File: config.mk
export PLATFORM = sky130hd
export DESIGN_NAME = vend_kiosk_arbiter_flat
export DESIGN_NICKNAME = d
export VERILOG_FILES = /design/src/rtl/vend_kiosk_arbiter_if.sv /design/src/rtl/vend_kiosk_arbiter.sv /design/src/flat_wrapper.sv
export SDC_FILE = /design/constraint.sdc
export NUM_CORES = 1
export LEC_CHECK = 0
export CAP_MARGIN = 20
export CORE_UTILIZATION = 50
export CTS_BUF_LIST = sky130_fd_sc_hd__clkbuf_8
export DETAILED_ROUTE_END_ITERATION = 16
export HOLD_SLACK_MARGIN = 0.12
export PLACE_DENSITY = 0.89
export SYNTH_ARGS = -nofsm -noshare
export SYNTH_HDL_FRONTEND = slang
export SYNTH_SLANG_ARGS = --single-unit
File: constraint.sdc
create_clock -name clk -period 2.34 [get_ports clk]
set_input_delay 0.234 -clock clk [delete_from_list [all_inputs] [get_ports clk]]
set_output_delay 0.234 -clock clk [all_outputs]
set_load 0.05 [all_outputs]
File: src/rtl/vend_kiosk_arbiter_if.sv
// Kiosk-side handshake bundle for vend_kiosk_arbiter: per-kiosk transaction
// requests in, one-hot grant/done and the shared result out.
interface vend_kiosk_arbiter_if #(
    parameter int NUM_KIOSK = 2
);
    logic [NUM_KIOSK-1:0]   req;
    logic [2*NUM_KIOSK-1:0] req_coins;
    logic [2*NUM_KIOSK-1:0] req_sel;
    logic [NUM_KIOSK-1:0]   req_cancel;
    logic [NUM_KIOSK-1:0]   gnt;
    logic [NUM_KIOSK-1:0]   done;
    logic [1:0]             rsp_drink;
    logic [1:0]             rsp_refund;
    logic                   err;

    modport master (
        output req, req_coins, req_sel, req_cancel,
        input  gnt, done, rsp_drink, rsp_refund, err
    );

    modport slave (
        input  req, req_coins, req_sel, req_cancel,
        output gnt, done, rsp_drink, rsp_refund, err
    );
endinterface

File: src/rtl/vend_kiosk_arbiter.sv
// Round-robin arbiter sharing one vending core between NUM_KIOSK kiosks; replays
// each latched transaction to the core as strobes and returns the result.
module vend_kiosk_arbiter #(
    parameter int NUM_KIOSK = 2,
    parameter int TIMEOUT   = 15
) (
    input  logic                 clk,
    input  logic                 rst,
    vend_kiosk_arbiter_if.slave  kiosk,
    output logic                 busy,
    output logic                 core_coin_in,
    output logic                 core_cancel,
    output logic [1:0]           core_selection,
    input  logic [1:0]           core_drink_out,
    input  logic [1:0]           core_refund,
    input  logic [1:0]           core_state
);
    localparam int PW = (NUM_KIOSK > 1) ? $clog2(NUM_KIOSK) : 1;
    localparam int TW = $clog2(TIMEOUT + 1);
    localparam logic [TW-1:0] TO_LAST = TW'(TIMEOUT - 1);

    typedef enum logic [2:0] {IDLE, COIN, CHECK, CMD, RESP, REJECT, FLUSH} state_t;

    state_t               state, state_next;
    logic [PW-1:0]        ptr, win, next_ptr;
    logic                 found;
    logic [NUM_KIOSK-1:0] onehot;
    logic [1:0]           win_coins, win_sel;
    logic                 win_cancel;

    logic [NUM_KIOSK-1:0] gnt_r, done_r;
    logic [1:0]           rsp_drink_r, rsp_refund_r;
    logic                 err_r;
    logic [1:0]           coins_r, sel_r, coin_cnt;
    logic                 cancel_r, cmd_cancel, mark;
    logic [TW-1:0]        to_cnt;
    logic                 hit, mismatch, sel_bad;

    assign hit      = (core_drink_out != '0) || (core_refund != '0);
    assign mismatch = (core_state != coins_r);
    assign sel_bad  = (sel_r == '0) || (sel_r > coins_r);

    // First requester at or after the pointer, wrapping.
    always_comb begin
        int unsigned idx;
        idx   = 0;
        found = 1'b0;
        win   = '0;
        for (int unsigned i = 0; i < NUM_KIOSK; i++) begin
            idx = (32'(ptr) + i) % NUM_KIOSK;
            if (!found && kiosk.req[PW'(idx)]) begin
                found = 1'b1;
                win   = PW'(idx);
            end
        end
        onehot      = '0;
        onehot[win] = 1'b1;
        win_coins   = kiosk.req_coins[{win, 1'b0} +: 2];
        win_sel     = kiosk.req_sel[{win, 1'b0} +: 2];
        win_cancel  = kiosk.req_cancel[win];
        next_ptr    = (win == PW'(NUM_KIOSK - 1)) ? '0 : win + 1'b1;
    end

    always_ff @(posedge clk) begin
        if (rst) state <= IDLE;
        else     state <= state_next;
    end

    always_comb begin
        state_next = state;
        case (state)
            IDLE: begin
                if (core_state != '0) state_next = FLUSH;
                else if (found)       state_next = (win_coins == '0) ? REJECT : COIN;
            end
            COIN:    if (coin_cnt == coins_r - 2'd1) state_next = CHECK;
            CHECK:   state_next = CMD;
            CMD:     state_next = RESP;
            RESP:    if (hit || to_cnt == TO_LAST) state_next = IDLE;
            REJECT:  state_next = IDLE;
            FLUSH:   state_next = IDLE;
            default: state_next = IDLE;
        endcase
    end

    always_comb begin
        busy           = (state != IDLE);
        core_coin_in   = (state == COIN);
        core_cancel    = (state == FLUSH) || (state == CMD && cmd_cancel);
        core_selection = (state == CMD && !cmd_cancel) ? sel_r : 2'b00;
    end

    // done/rsp/err default low each cycle; gnt clears on the edge ending the
    // done cycle unless IDLE hands out a new grant on that same edge.
    always_ff @(posedge clk) begin
        if (rst) begin
            ptr          <= '0;
            gnt_r        <= '0;
            done_r       <= '0;
            rsp_drink_r  <= '0;
            rsp_refund_r <= '0;
            err_r        <= 1'b0;
            coins_r      <= '0;
            sel_r        <= '0;
            cancel_r     <= 1'b0;
            cmd_cancel   <= 1'b0;
            mark         <= 1'b0;
            coin_cnt     <= '0;
            to_cnt       <= '0;
        end else begin
            done_r       <= '0;
            rsp_drink_r  <= '0;
            rsp_refund_r <= '0;
            err_r        <= 1'b0;
            if (done_r != '0) gnt_r <= '0;
            case (state)
                IDLE: begin
                    if (core_state == '0 && found) begin
                        gnt_r    <= onehot;
                        ptr      <= next_ptr;
                        coins_r  <= win_coins;
                        sel_r    <= win_sel;
                        cancel_r <= win_cancel;
                        coin_cnt <= '0;
                        to_cnt   <= '0;
                        if (win_coins == '0) begin
                            done_r <= onehot;
                            err_r  <= 1'b1;
                        end
                    end
                end
                COIN: coin_cnt <= coin_cnt + 2'd1;
                CHECK: begin
                    mark       <= mismatch || (!cancel_r && sel_bad);
                    cmd_cancel <= cancel_r || mismatch || sel_bad;
                end
                RESP: begin
                    if (hit) begin
                        done_r       <= gnt_r;
                        rsp_drink_r  <= core_drink_out;
                        rsp_refund_r <= core_refund;
                        err_r        <= mark;
                    end else if (to_cnt == TO_LAST) begin
                        done_r <= gnt_r;
                        err_r  <= 1'b1;
                    end else if (to_cnt != '1) begin
                        to_cnt <= to_cnt + 1'b1;
                    end
                end
                default: ;
            endcase
        end
    end

    assign kiosk.gnt        = gnt_r;
    assign kiosk.done       = done_r;
    assign kiosk.rsp_drink  = rsp_drink_r;
    assign kiosk.rsp_refund = rsp_refund_r;
    assign kiosk.err        = err_r;
endmodule

File: src/flat_wrapper.sv
// flat-port wrapper written by rule: the top's interface ports become plain ports
module vend_kiosk_arbiter_flat 
#(
    parameter int NUM_KIOSK = 2,
    parameter int TIMEOUT   = 15
)
  (clk, rst, busy, core_coin_in, core_cancel, core_selection, core_drink_out, core_refund, core_state, kiosk_req, kiosk_req_coins, kiosk_req_sel, kiosk_req_cancel, kiosk_gnt, kiosk_done, kiosk_rsp_drink, kiosk_rsp_refund, kiosk_err);
  vend_kiosk_arbiter_if #(.NUM_KIOSK(NUM_KIOSK)) kiosk_i ();
  input  logic clk;
  input  logic rst;
  output logic busy;
  output logic core_coin_in;
  output logic core_cancel;
  output logic [1:0] core_selection;
  input  logic [1:0] core_drink_out;
  input  logic [1:0] core_refund;
  input  logic [1:0] core_state;
  input wire logic [$bits(kiosk_i.req)-1:0] kiosk_req;
  input wire logic [$bits(kiosk_i.req_coins)-1:0] kiosk_req_coins;
  input wire logic [$bits(kiosk_i.req_sel)-1:0] kiosk_req_sel;
  input wire logic [$bits(kiosk_i.req_cancel)-1:0] kiosk_req_cancel;
  output wire logic [$bits(kiosk_i.gnt)-1:0] kiosk_gnt;
  output wire logic [$bits(kiosk_i.done)-1:0] kiosk_done;
  output wire logic [$bits(kiosk_i.rsp_drink)-1:0] kiosk_rsp_drink;
  output wire logic [$bits(kiosk_i.rsp_refund)-1:0] kiosk_rsp_refund;
  output wire logic [$bits(kiosk_i.err)-1:0] kiosk_err;
  assign kiosk_i.req = kiosk_req;
  assign kiosk_i.req_coins = kiosk_req_coins;
  assign kiosk_i.req_sel = kiosk_req_sel;
  assign kiosk_i.req_cancel = kiosk_req_cancel;
  assign kiosk_gnt = kiosk_i.gnt;
  assign kiosk_done = kiosk_i.done;
  assign kiosk_rsp_drink = kiosk_i.rsp_drink;
  assign kiosk_rsp_refund = kiosk_i.rsp_refund;
  assign kiosk_err = kiosk_i.err;
  vend_kiosk_arbiter #(.NUM_KIOSK(NUM_KIOSK), .TIMEOUT(TIMEOUT)) u_core (.clk(clk), .rst(rst), .kiosk(kiosk_i), .busy(busy), .core_coin_in(core_coin_in), .core_cancel(core_cancel), .core_selection(core_selection), .core_drink_out(core_drink_out), .core_refund(core_refund), .core_state(core_state));
endmodule
==> impl_metrics.tcl <==
set metrics [dict create \
    htreeDepth 1 \
    cp_data_required_time_ps 2110 \
    setup_ws_ps 185.1 \
    place_ws_ps 252.9 \
    syn_to_final_growth_pct 30.39 \
    clkTransAtPathRegs_ps 90 \
    synthArstFlopShare_pct 0 \
    diodes 0 \
    vdd_drop_max_mv 0.7543 \
    synth_seq_cells 26 \
    crit_arrival_ps 1920 \
    finalWirelength_mm 3.116 \
    slowest_delay_ps 810 \
    grt_pass1_wl_mm 5.043 \
    yosysWarnings 0 \
    design_power_total_w 0.001509 \
    maxCapViolCount 0 \
    synth.avg_cell_area_um2 8.546 \
    synth-main-ff-cell "dfxtp_1" \
    place.gp.congestion 0.8616 \
    syn_area_um2 1359 \
    drive_gt1_share_pct 9.896 \
    cts-buffers-inserted 3 \
    insertion_delay_ps 270 \
    min_path_type "flop to flop" \
    r2r_start "u_core.state[2]$_SDFFE_PP0P_" \
    timing.critical_path.buf_inv 2 \
    cts_setup_buffers 0 \
    grt_start_max_net_pins 15 \
    fin_skew_ps 4.792 \
    ff2ff_setup_slack_ps 370 \
    core_area_um2 2522 \
    post-route-period-util_pct 92.09 \
    mostFrequentLayoutCells "clkdlybuf4s50_1, dfxtp_1, nor2_1" \
    rsz0062_at_grt "no" \
    end_kind "output port" \
    min_path_cells 2 \
    num_vias 1287 \
    critPathTopFamily "buffers and inverters" \
    grt_pass1_vias 1206 \
    crit_path_top_delay_cell "clkdlybuf4s50_1" \
    synthDistinctLibCells 40 \
    cp-start-kind "flop" \
    p_per_area_nw_per_um2 851.7 \
    initial_core_util_pct 53.87 \
    drt_pass1_iterations 5 \
    first_iter_violations 15 \
    drc 0 \
    cts_tree "done" \
    reg2regPathDepth 6 \
    root_buffer "clkbuf_8" \
    p_leak_nw 0.6955 \
    finalNetCount 218 \
    hold_viol 0 \
    drtAntennaViolNets 0 \
    slew_headroom_pct 66.48 \
    setup_viol 0 \
    synth_edf_count 0 \
    dieArea_um2 2930 \
    io_buffers 33 \
    layout_commonest_cell "clkdlybuf4s50_1" \
    crit_path_max_fanout 13 \
    cts_sinks 26 \
    cts.path.max_buffers 2 \
    hold_start "u_core.kiosk.gnt[1]$_SDFF_PP0_" \
    drt-vias-per-instance 5.797 \
    clock.fmax_mhz 464.1 \
    die_y_um 54.13 \
    period_minus_slack_ps 2155 \
    finalSetupTns_ps 0 \
    seq_area_frac_synth_pct 38.31 \
    reg2reg_to "u_core.to_cnt[1]$_SDFFE_PP0P_" \
    min_to "u_core.kiosk.done[1]$_SDFF_PP0_" \
    grt-ovfl-total 0 \
    ioPinCount 34 \
    wire_per_inst_um 14.04 \
    rows 18 \
    postCtsHoldBufs 0 \
    path_cells "nor3_4 > inv_2 > clkdlybuf4s50_1" \
    postSynthNetCount 183 \
    crit_type "flop to output port" \
    track_usage_pct 23.95 \
    final_max_slew_viol_count 0 \
    syn_inst 159 \
    dpl.hpwl_mm 2.417 \
    die_x_um 54.13 \
    worstMarginPinSlew_ps 501.2 \
    outcome "finished, final reports clean" \
    antenna_found_initial 0 \
]
[worst reg2reg max path, cell delays in order (launching register included)]
cell       delay (ps)
dfxtp_1           470
nor3_4            270
inv_2              90
nor4_4            440
o22a_4            250
nor2_1             50
a2111oi_2         310
[Yosys cell counts (2+ instances only)]
cell	number	area (um2)
a211oi_1	5	37.54
a21oi_1	12	60.06
and3_1	6	37.54
buf_2	2	10.01
clkbuf_1	5	18.77
dfxtp_1	26	520.5
ha_1	4	50.05
inv_1	7	26.28
mux2i_1	5	50.05
nand2_1	10	37.54
nand2b_1	2	12.51
nand3_1	5	25.02
nor2_1	18	67.56
nor2b_1	7	43.79
nor3_1	6	30.03
nor3b_1	3	22.52
nor4_1	4	25.02
nor4b_1	2	17.52
o21ai_0	6	30.03
or3_1	2	12.51
xnor2_1	3	26.28
[routing by layer]
metal	track usage (%)	part of all wire, %	vias up
met3	5.367	6.6	4
li1	-	-	633
met2	39.23	47	58
met1	30.61	46	592
met4	8.120	0.74	0
met5	0	0	-
[stage by stage]
stage / hold slack (ps) / utilization [%] / cells / instance area, um2
after floorplan: 386.5 / - / 159 / 1365
after global placement: 477.9 / 68.40 / 219 / 1725
after detailed placement: 489.0 / 68.40 / 219 / 1725
after CTS: 500.1 / 70.04 / 222 / 1767
after global routing: 523.7 / 70.24 / 222 / 1772
final: 502.4 / 70.24 / 222 / 1772
[layout make-up]
| cell class | instances | area, um2 |
|---|---|---|
| Inverter | 8 | 30.03 |
| Timing Repair Buffer | 38 | 367.9 |
| Clock buffer | 3 | 41.29 |
| Multi-Input combinational cell | 117 | 774.5 |
| Tap cell | 30 | 37.54 |
| Fill cell | 210 | 750.7 |
| Sequential cell | 26 | 520.5 |
[state kept, by name, summed over array words and instances (netlist names)]
signal,count
u_core.ptr,1
u_core.kiosk.done,2
u_core.to_cnt,4
u_core.kiosk.rsp_drink,2
u_core.cancel_r,1
u_core.sel_r,2
u_core.coins_r,2
u_core.kiosk.gnt,2
u_core.kiosk.rsp_refund,2
u_core.kiosk.err,1
u_core.mark,1
u_core.coin_cnt,2
u_core.cmd_cancel,1
u_core.state,3
[kinds of logic after synthesis]
logic type / after synthesis / synth area share, %
compound gates: 31 / 15.75
xor+xnor: 4 / 2.579
fa+ha+maj: 4 / 3.683
buf+inv: 16 / 5.157
flops: 26 / 38.31
mux: 6 / 4.512
simple gates: 72 / 30.02
[repair_timing]
action / CTS / global route
gates resized for setup: 0 / 2
endpoints found under the setup margin: 0 / 2
endpoints found under the hold margin: 0 / 0
[worst max-delay path by stage]
stage / end / slack (ps) / depth (start not counted) / startpoint
floorplan: core_selection[0] / 30 / 2 / u_core.state[2]$_SDFFE_PP0P_
global placement: u_core.to_cnt[1]$_SDFFE_PP0P_ / 340 / 5 / core_state[0]
detailed placement: u_core.to_cnt[1]$_SDFFE_PP0P_ / 250 / 5 / core_state[0]
CTS: core_selection[1] / 60 / 3 / u_core.state[1]$_SDFFE_PP0P_
global route: busy / 110 / 3 / u_core.state[2]$_SDFFE_PP0P_
finish: busy / 190 / 3 / u_core.state[2]$_SDFFE_PP0P_
[power breakdown]
group	total, W	leakage (nW)	internal (W)	switching, W
logic	0.000627	0.462	0.000260	0.000367
clock network	0.000248	0.0216	0.000115	0.000133
registers	0.000634	0.212	0.000517	0.000117
total	0.00151	0.695	0.000893	0.000616
Power figures use the tool's default switching activity.
